<file path="config.mk">
export PLATFORM = sky130hd
export DESIGN_NAME = seg_scan_decoder_flat
export DESIGN_NICKNAME = d
export VERILOG_FILES = /design/src/rtl/seg_codes_pkg.sv /design/src/rtl/seg_scan_decoder_if.sv /design/src/rtl/seg_slot_capture.sv /design/src/rtl/seg_scan_decoder.sv /design/src/flat_wrapper.sv
export SDC_FILE = /design/constraint.sdc
export NUM_CORES = 1
export LEC_CHECK = 0
export ABC_AREA = 0
export ABC_CLOCK_PERIOD_IN_PS = 5200
export CAP_MARGIN = 5
export CORE_MARGIN = 2
export CORE_UTILIZATION = 45
export CTS_CLUSTER_DIAMETER = 80
export CTS_CLUSTER_SIZE = 10
export DETAILED_ROUTE_END_ITERATION = 16
export GPL_TIMING_DRIVEN = 0
export PLACE_DENSITY = 0.67
export SKIP_LAST_GASP = 1
export SLEW_MARGIN = 20
export SYNTH_ARGS = -nofsm -noshare
export SYNTH_HDL_FRONTEND = slang
export SYNTH_SLANG_ARGS = --single-unit
</file>
<file path="constraint.sdc">
create_clock -name clk -period 5.2 [get_ports clk]
set_clock_uncertainty 0.05 [all_clocks]
set_input_delay 0.78 -clock clk [delete_from_list [all_inputs] [get_ports clk]]
set_output_delay 0.78 -clock clk [all_outputs]
set_load 0.02 [all_outputs]
</file>
<file path="src/rtl/seg_codes_pkg.sv">
// Seven-segment pattern and symbolic code tables shared by the
// scan decoder and the display drivers.
package seg_codes_pkg;

  typedef logic [7:0] pat_t;
  typedef logic [4:0] code_t;

  // bit order {dot,a,b,c,d,e,f,g}, active-high
  localparam pat_t P_0     = 8'b0111_1110;
  localparam pat_t P_1     = 8'b0011_0000;
  localparam pat_t P_2     = 8'b0110_1101;
  localparam pat_t P_3     = 8'b0111_1001;
  localparam pat_t P_4     = 8'b0011_0011;
  localparam pat_t P_5     = 8'b0101_1011;
  localparam pat_t P_6     = 8'b0101_1111;
  localparam pat_t P_7     = 8'b0111_0000;
  localparam pat_t P_8     = 8'b0111_1111;
  localparam pat_t P_9     = 8'b0111_1011;
  localparam pat_t P_S     = 8'b0100_1001;
  localparam pat_t P_T     = 8'b0000_1111;
  localparam pat_t P_A     = 8'b0111_0111;
  localparam pat_t P_R     = 8'b0100_0110;
  localparam pat_t P_B     = 8'b0001_1111;
  localparam pat_t P_D     = 8'b0011_1101;
  localparam pat_t P_Y     = 8'b0011_1011;
  localparam pat_t P_E     = 8'b0100_1111;
  localparam pat_t P_BLANK = 8'b0000_0000;

  localparam code_t C_S     = 5'd10;
  localparam code_t C_T     = 5'd11;
  localparam code_t C_A     = 5'd12;
  localparam code_t C_R     = 5'd13;
  localparam code_t C_B     = 5'd14;
  localparam code_t C_D     = 5'd15;
  localparam code_t C_Y     = 5'd16;
  localparam code_t C_E     = 5'd17;
  localparam code_t C_BLANK = 5'd18;
  localparam code_t C_UNK   = 5'd31;

  function automatic code_t seg_decode(input pat_t p);
    code_t c;
    case (p)
      P_0:     c = 5'd0;
      P_1:     c = 5'd1;
      P_2:     c = 5'd2;
      P_3:     c = 5'd3;
      P_4:     c = 5'd4;
      P_5:     c = 5'd5;
      P_6:     c = 5'd6;
      P_7:     c = 5'd7;
      P_8:     c = 5'd8;
      P_9:     c = 5'd9;
      P_S:     c = C_S;
      P_T:     c = C_T;
      P_A:     c = C_A;
      P_R:     c = C_R;
      P_B:     c = C_B;
      P_D:     c = C_D;
      P_Y:     c = C_Y;
      P_E:     c = C_E;
      P_BLANK: c = C_BLANK;
      default: c = C_UNK;
    endcase
    return c;
  endfunction

  function automatic logic is_digit(input code_t c);
    return c < 5'd10;
  endfunction

endpackage

</file>
<file path="src/rtl/seg_scan_decoder_if.sv">
// Scanned display bus seen by the decoder, plus its decoded results.
interface seg_scan_decoder_if;

  logic [7:0]  seg;
  logic [3:0]  an;
  logic [7:0]  seg1;
  logic [19:0] chars;
  logic [3:0]  num_out;
  logic        frame_valid;
  logic        stable;
  logic        err_an;

  modport master (
    output seg, an, seg1,
    input  chars, num_out, frame_valid, stable, err_an
  );

  modport slave (
    input  seg, an, seg1,
    output chars, num_out, frame_valid, stable, err_an
  );

endinterface

</file>
<file path="src/rtl/seg_slot_capture.sv">
// Digit-select tracking: settle filter, one-hot check, seen mask,
// idle detection; emits capture/frame strobes and the slot index.
module seg_slot_capture #(
  parameter int SETTLE = 4
) (
  input  logic       clk,
  input  logic       reset,
  input  logic [3:0] i_an,
  output logic       o_cap,
  output logic       o_frame,
  output logic       o_idle,
  output logic       o_multi,
  output logic [1:0] o_slot
);

  localparam int CW = $clog2(SETTLE + 1);
  localparam logic [CW-1:0] C_MAX = CW'(SETTLE);
  localparam logic [CW-1:0] C_ARM = CW'(SETTLE - 1);

  logic [3:0]    r_an_prev;
  logic [3:0]    r_seen;
  logic [CW-1:0] r_cnt;
  logic [CW-1:0] r_idle;
  logic [CW-1:0] w_cnt_nx;
  logic          w_off;
  logic          w_onehot;
  logic          w_chg;

  always_comb begin
    w_off    = (i_an == 4'b0000);
    w_onehot = !w_off && ((i_an & (i_an - 4'd1)) == 4'b0000);
    w_chg    = (i_an != r_an_prev);
    o_multi  = !w_off && !w_onehot;
    o_slot   = {i_an[3] | i_an[2], i_an[3] | i_an[1]};
    // the cycle an_q changes already counts as the first of the dwell
    w_cnt_nx = r_cnt;
    if (!w_onehot)
      w_cnt_nx = '0;
    else if (w_chg)
      w_cnt_nx = CW'(1);
    else if (r_cnt != C_MAX)
      w_cnt_nx = r_cnt + 1'b1;
    o_cap   = w_onehot && !w_chg && (r_cnt == C_ARM);
    o_frame = o_cap && ((r_seen | i_an) == 4'b1111);
    o_idle  = (r_idle == C_MAX);
  end

  always_ff @(posedge clk) begin
    if (reset) begin
      r_an_prev <= 4'b0000;
      r_seen    <= 4'b0000;
      r_cnt     <= '0;
      r_idle    <= '0;
    end else begin
      r_an_prev <= i_an;
      r_cnt     <= w_cnt_nx;
      if (!w_off)
        r_idle <= '0;
      else if (r_idle != C_MAX)
        r_idle <= r_idle + 1'b1;
      if (w_off || o_frame)
        r_seen <= 4'b0000;
      else if (o_cap)
        r_seen <= r_seen | i_an;
    end
  end

endmodule

</file>
<file path="src/rtl/seg_scan_decoder.sv">
// Rebuilds the four scanned characters and the static number digit
// from a multiplexed seven-segment bus; tracks frame stability.
module seg_scan_decoder
  import seg_codes_pkg::*;
#(
  parameter int SETTLE        = 4,
  parameter int STABLE_FRAMES = 3
) (
  input logic             clk,
  input logic             reset,
  seg_scan_decoder_if.slave bus
);

  localparam int SW = $clog2(STABLE_FRAMES + 1);
  localparam logic [SW-1:0] S_MAX = SW'(STABLE_FRAMES);

  pat_t        r_seg_q;
  pat_t        r_seg1_q;
  logic [3:0]  r_an_q;
  code_t       r_slot [4];
  code_t       w_slots [4];
  logic [19:0] r_chars;
  logic [19:0] w_frame;
  logic [3:0]  r_num;
  logic        r_fv;
  logic        r_stable;
  logic        r_err;
  logic [SW-1:0] r_scnt;
  logic [SW-1:0] w_scnt_nx;
  logic        w_cap;
  logic        w_frame_go;
  logic        w_idle;
  logic        w_multi;
  logic [1:0]  w_slot;
  code_t       w_code;
  code_t       w_num_code;

  seg_slot_capture #(
    .SETTLE(SETTLE)
  ) u_cap (
    .clk     (clk),
    .reset   (reset),
    .i_an    (r_an_q),
    .o_cap   (w_cap),
    .o_frame (w_frame_go),
    .o_idle  (w_idle),
    .o_multi (w_multi),
    .o_slot  (w_slot)
  );

  always_comb begin
    w_code     = seg_decode(r_seg_q);
    w_num_code = seg_decode(r_seg1_q);
    for (int i = 0; i < 4; i++)
      w_slots[i] = (w_cap && w_slot == 2'(i))
                 ? w_code : r_slot[i];
    w_frame = {w_slots[3], w_slots[2], w_slots[1], w_slots[0]};
    w_scnt_nx = SW'(1);
    if (w_frame == r_chars)
      w_scnt_nx = (r_scnt == S_MAX) ? r_scnt : r_scnt + 1'b1;
  end

  always_ff @(posedge clk) begin
    if (reset) begin
      r_seg_q  <= '0;
      r_seg1_q <= '0;
      r_an_q   <= '0;
      for (int i = 0; i < 4; i++)
        r_slot[i] <= C_BLANK;
      r_chars  <= {4{C_BLANK}};
      r_num    <= 4'hF;
      r_fv     <= 1'b0;
      r_stable <= 1'b0;
      r_err    <= 1'b0;
      r_scnt   <= '0;
    end else begin
      r_seg_q  <= bus.seg;
      r_seg1_q <= bus.seg1;
      r_an_q   <= bus.an;
      r_slot   <= w_slots;
      r_num    <= is_digit(w_num_code) ? w_num_code[3:0] : 4'hF;
      r_fv     <= w_frame_go;
      r_err    <= w_multi;
      if (w_frame_go) begin
        r_chars  <= w_frame;
        r_scnt   <= w_scnt_nx;
        r_stable <= (w_scnt_nx == S_MAX);
      end else if (w_idle) begin
        r_scnt   <= '0;
        r_stable <= 1'b0;
      end
    end
  end

  assign bus.chars       = r_chars;
  assign bus.num_out     = r_num;
  assign bus.frame_valid = r_fv;
  assign bus.stable      = r_stable;
  assign bus.err_an      = r_err;

endmodule
</file>
<file path="src/flat_wrapper.sv">
// flat-port wrapper written by rule: the top's interface ports become plain ports
module seg_scan_decoder_flat import seg_codes_pkg::*;
#(
  parameter int SETTLE        = 4,
  parameter int STABLE_FRAMES = 3
)
  (clk, reset, bus_seg, bus_an, bus_seg1, bus_chars, bus_num_out, bus_frame_valid, bus_stable, bus_err_an);
  seg_scan_decoder_if bus_i ();
  input logic clk;
  input logic reset;
  input wire logic [$bits(bus_i.seg)-1:0] bus_seg;
  input wire logic [$bits(bus_i.an)-1:0] bus_an;
  input wire logic [$bits(bus_i.seg1)-1:0] bus_seg1;
  output wire logic [$bits(bus_i.chars)-1:0] bus_chars;
  output wire logic [$bits(bus_i.num_out)-1:0] bus_num_out;
  output wire logic [$bits(bus_i.frame_valid)-1:0] bus_frame_valid;
  output wire logic [$bits(bus_i.stable)-1:0] bus_stable;
  output wire logic [$bits(bus_i.err_an)-1:0] bus_err_an;
  assign bus_i.seg = bus_seg;
  assign bus_i.an = bus_an;
  assign bus_i.seg1 = bus_seg1;
  assign bus_chars = bus_i.chars;
  assign bus_num_out = bus_i.num_out;
  assign bus_frame_valid = bus_i.frame_valid;
  assign bus_stable = bus_i.stable;
  assign bus_err_an = bus_i.err_an;
  seg_scan_decoder #(.SETTLE(SETTLE), .STABLE_FRAMES(STABLE_FRAMES)) u_core (.clk(clk), .reset(reset), .bus(bus_i));
endmodule
</file>
==> results.cfg <==
[outcome]
status = finished clean

[layout]
final_common_cell = dfxtp_1
fillers = 971
drive_gt1_frac = 0.0797
multi_input_area_um2 = 2710
seq_area_um2 = 1660
layout_common_cells = dfxtp_1, nor2_1, clkdlybuf4s50_1, a21oi_1, nand2_1
area_delta_synth_final_pct = 18.6
fin_nets = 650
n_antenna_cell = 0
stdcell_count = 763

[power]
p_total_mw = 1.31
irDropWorstVdd_mv = 0.150
seqPwrFrac = 0.501
switchingPower_mw = 0.320
leakage_nw = 2.01
p_per_area_nw_per_um2 = 239
combPwrFrac = 0.109
p_int_mw = 0.991
clkPwrFrac = 0.390
swShare = 0.244

[die]
die_area_um2 = 11100
core_um2 = 10100
io_pins = 49
rows = 37
start_util = 0.457
die_y_um = 105
die_x_um = 105

[route]
viasPerCell = 5.81
wl_per_cell_um = 16.9
drt_iter0_drc = 274
num_vias = 4431
routed_wl_mm = 12.9
ant_nets = 0
drc_errors = 0
dr.pass1.iters = 5

[synthesis]
synth-main-ff-cell = dfxtp_1
ys_ff_latch = 83
synth_enable_flop_cells = 0
synthDistinctLibCells = 81
async_flop_share = 0
ys_warn_count = 0
synth_fp_nets = 592
synth.avg_cell_area_um2 = 8.19
seq_area_frac_synth = 0.359
netlist_instances = 565
synth_area_um2 = 4630

[setup_path]
endpoint = u_core.bus.stable$_SDFFE_PP0P_
crit_path_start = u_core.r_seg_q[1]$_SDFF_PP0_
cp_num_buf_inv = 1
timing.rr.start = u_core.r_seg_q[1]$_SDFF_PP0_
crit-reg2reg-capture = u_core.bus.stable$_SDFFE_PP0P_
crit_fanout = 10
crit_arrival_ns = 4.05
critical_path.slowest_cell = or4b_1
cpPeakStageDelay_ns = 0.55
crit_family = simple AND/OR/NAND/NOR gates
crit_path_start_kind = register
critPathKind = reg2reg
crit_required_ns = 5.44
cp_num_cells = 11
worstRegToRegCells = 11
critical_path.cell_chain = buf_2 -> and2_1 -> a32o_2 -> a211o_2 -> nor3_2 -> xor2_1 -> a2111o_1 -> nor4_1 -> nand4_1 -> or4b_1 -> a21oi_1
cp-end-kind = register
ff2ff_setup_slack_ns = 1.39

[timing]
worst_slew_pin_slew_ns = 0.794
setup_tns_ns = 0
rsz0062_at_grt = false
fmax_mhz = 263
finalCritPeriodShare = 0.732
setup-violations-final = 0
finalMaxSlewViolations = 0
holdWs_ns = 0.423
relSlewSlack = 0.467
min_period_ns = 3.81
timing.final.hold_violations = 0

[global_routing]
grt_pass1_wl_mm = 21.2
antenna_found_initial = 0
first_global_vias = 4206
grt_max_degree = 14
grt_util_all_layers = 0.241
grt_overflow = 0

[clock_tree]
cts_buffer_depth = 2
clk_latency_ns = 0.36
cts_tree = built
post_cts_resized = 0
cts.root.buffer_cell = clkbuf_8
post-cts-setup-buffer-count = 0
cts_made_buffers = 9
cts_sinks = 83
clkTransAtPathRegs_ns = 0.08
ctsHoldBuffers = 0
htreeDepth = 3

[placement]
portBuffers = 47
placedCellCount = 748
hpwlAfterDp_mm = 9.75
place_congestion = 0.978

[job]
max_cap_violations = 0

[hold_path]
hp-class = reg2reg
state kept, by name (all words and copies together) (netlist names), 4 cells and up:
signal,count
u_core.r_an_q,4
u_core.r_slot,20
u_core.r_seg_q,8
u_core.r_seg1_q,8
u_core.u_cap.r_seen,4
u_core.u_cap.r_an_prev,4
u_core.bus.num_out,4
u_core.bus.chars,20
cells by family after synthesis:
family | Yosys count | share of synthesized area
buffers and inverters | 64 | 0.0581
flip-flops | 83 | 0.359
multiplexers | 7 | 0.0154
AO/OA/AOI/OAI | 138 | 0.220
adder cells (fa/ha/maj) | 6 | 0.0157
XOR/XNOR | 23 | 0.0435
AND/OR/NAND/NOR | 244 | 0.288
cells in the mapped netlist, types with 3 or more instances:
master | n | area [µm²]
mux2i_1 | 6 | 60.1
xor2_1 | 7 | 61.3
nor2b_1 | 31 | 194
o21ai_0 | 13 | 65.1
dfxtp_1 | 83 | 1660
or3_1 | 3 | 18.8
a211o_1 | 11 | 96.3
a221oi_1 | 6 | 52.6
buf_2 | 11 | 55.1
xnor2_1 | 16 | 140
a21oi_1 | 45 | 225
nand4_1 | 10 | 62.6
o211ai_1 | 6 | 45.0
nor4_1 | 5 | 31.3
ha_1 | 5 | 62.6
nor4b_1 | 7 | 61.3
a31oi_1 | 5 | 31.3
inv_1 | 25 | 93.8
nor3_1 | 18 | 90.1
o21a_1 | 4 | 30.0
nor2_1 | 72 | 270
and4_1 | 3 | 26.3
nand2b_1 | 13 | 81.3
and3_1 | 6 | 37.5
clkbuf_1 | 25 | 93.8
a211oi_1 | 3 | 22.5
nand2_1 | 34 | 128
o22ai_1 | 8 | 50.1
nand3_1 | 18 | 90.1
final cells by class:
cell class | count | area share
Clock inverter | 4 | 0.0134
Multi-Input combinational cell | 418 | 0.493
Inverter | 25 | 0.0171
Tap cell | 136 | 0.0310
Timing Repair Buffer | 47 | 0.0857
Sequential cell | 83 | 0.303
Clock buffer | 11 | 0.0257
Buffer | 39 | 0.0319
per-stage QoR:
stage,setup WS (ns),area (µm²),util
after floorplan,2.06,4630,-
after global placement,1.35,5270,0.520
after detailed placement,1.46,5280,0.520
after CTS,1.42,5490,0.542
after global routing,1.19,5490,0.542
final,1.39,5490,0.542
power by group through the flow:
stage | logic (mW) | registers [mW] | clock network, mW
2_1_floorplan | 0.0957 | 0.672 | 0
3_3_place_gp | 0.141 | 0.671 | 0
3_5_place_dp | 0.142 | 0.672 | 0
4_1_cts | 0.142 | 0.657 | 0.521
5_1_grt | 0.156 | 0.659 | 0.550
6_report | 0.143 | 0.657 | 0.512
layer usage:
metal  wire length [µm]  global-route usage
met5                  0                   0
met4                269              0.0990
met3                603              0.0421
met2               6090               0.393
met1               5960               0.316
how the worst min path moves through the flow:
stage	slack, ns	startpoint	endpoint	cells after the start
after floorplan	0.39	u_core.u_cap.r_seen[0]$_SDFFE_PP0N_	u_core.u_cap.r_seen[0]$_SDFFE_PP0N_	1
after global placement	0.40	u_core.u_cap.r_seen[2]$_SDFFE_PP0N_	u_core.u_cap.r_seen[2]$_SDFFE_PP0N_	1
after detailed placement	0.40	u_core.u_cap.r_seen[2]$_SDFFE_PP0N_	u_core.u_cap.r_seen[2]$_SDFFE_PP0N_	1
after CTS	0.42	u_core.u_cap.r_seen[2]$_SDFFE_PP0N_	u_core.u_cap.r_seen[2]$_SDFFE_PP0N_	1
after global routing	0.46	u_core.u_cap.r_seen[2]$_SDFFE_PP0N_	u_core.u_cap.r_seen[2]$_SDFFE_PP0N_	1
final	0.42	u_core.u_cap.r_seen[2]$_SDFFE_PP0N_	u_core.u_cap.r_seen[2]$_SDFFE_PP0N_	1
(Power assumes the default switching activity.)
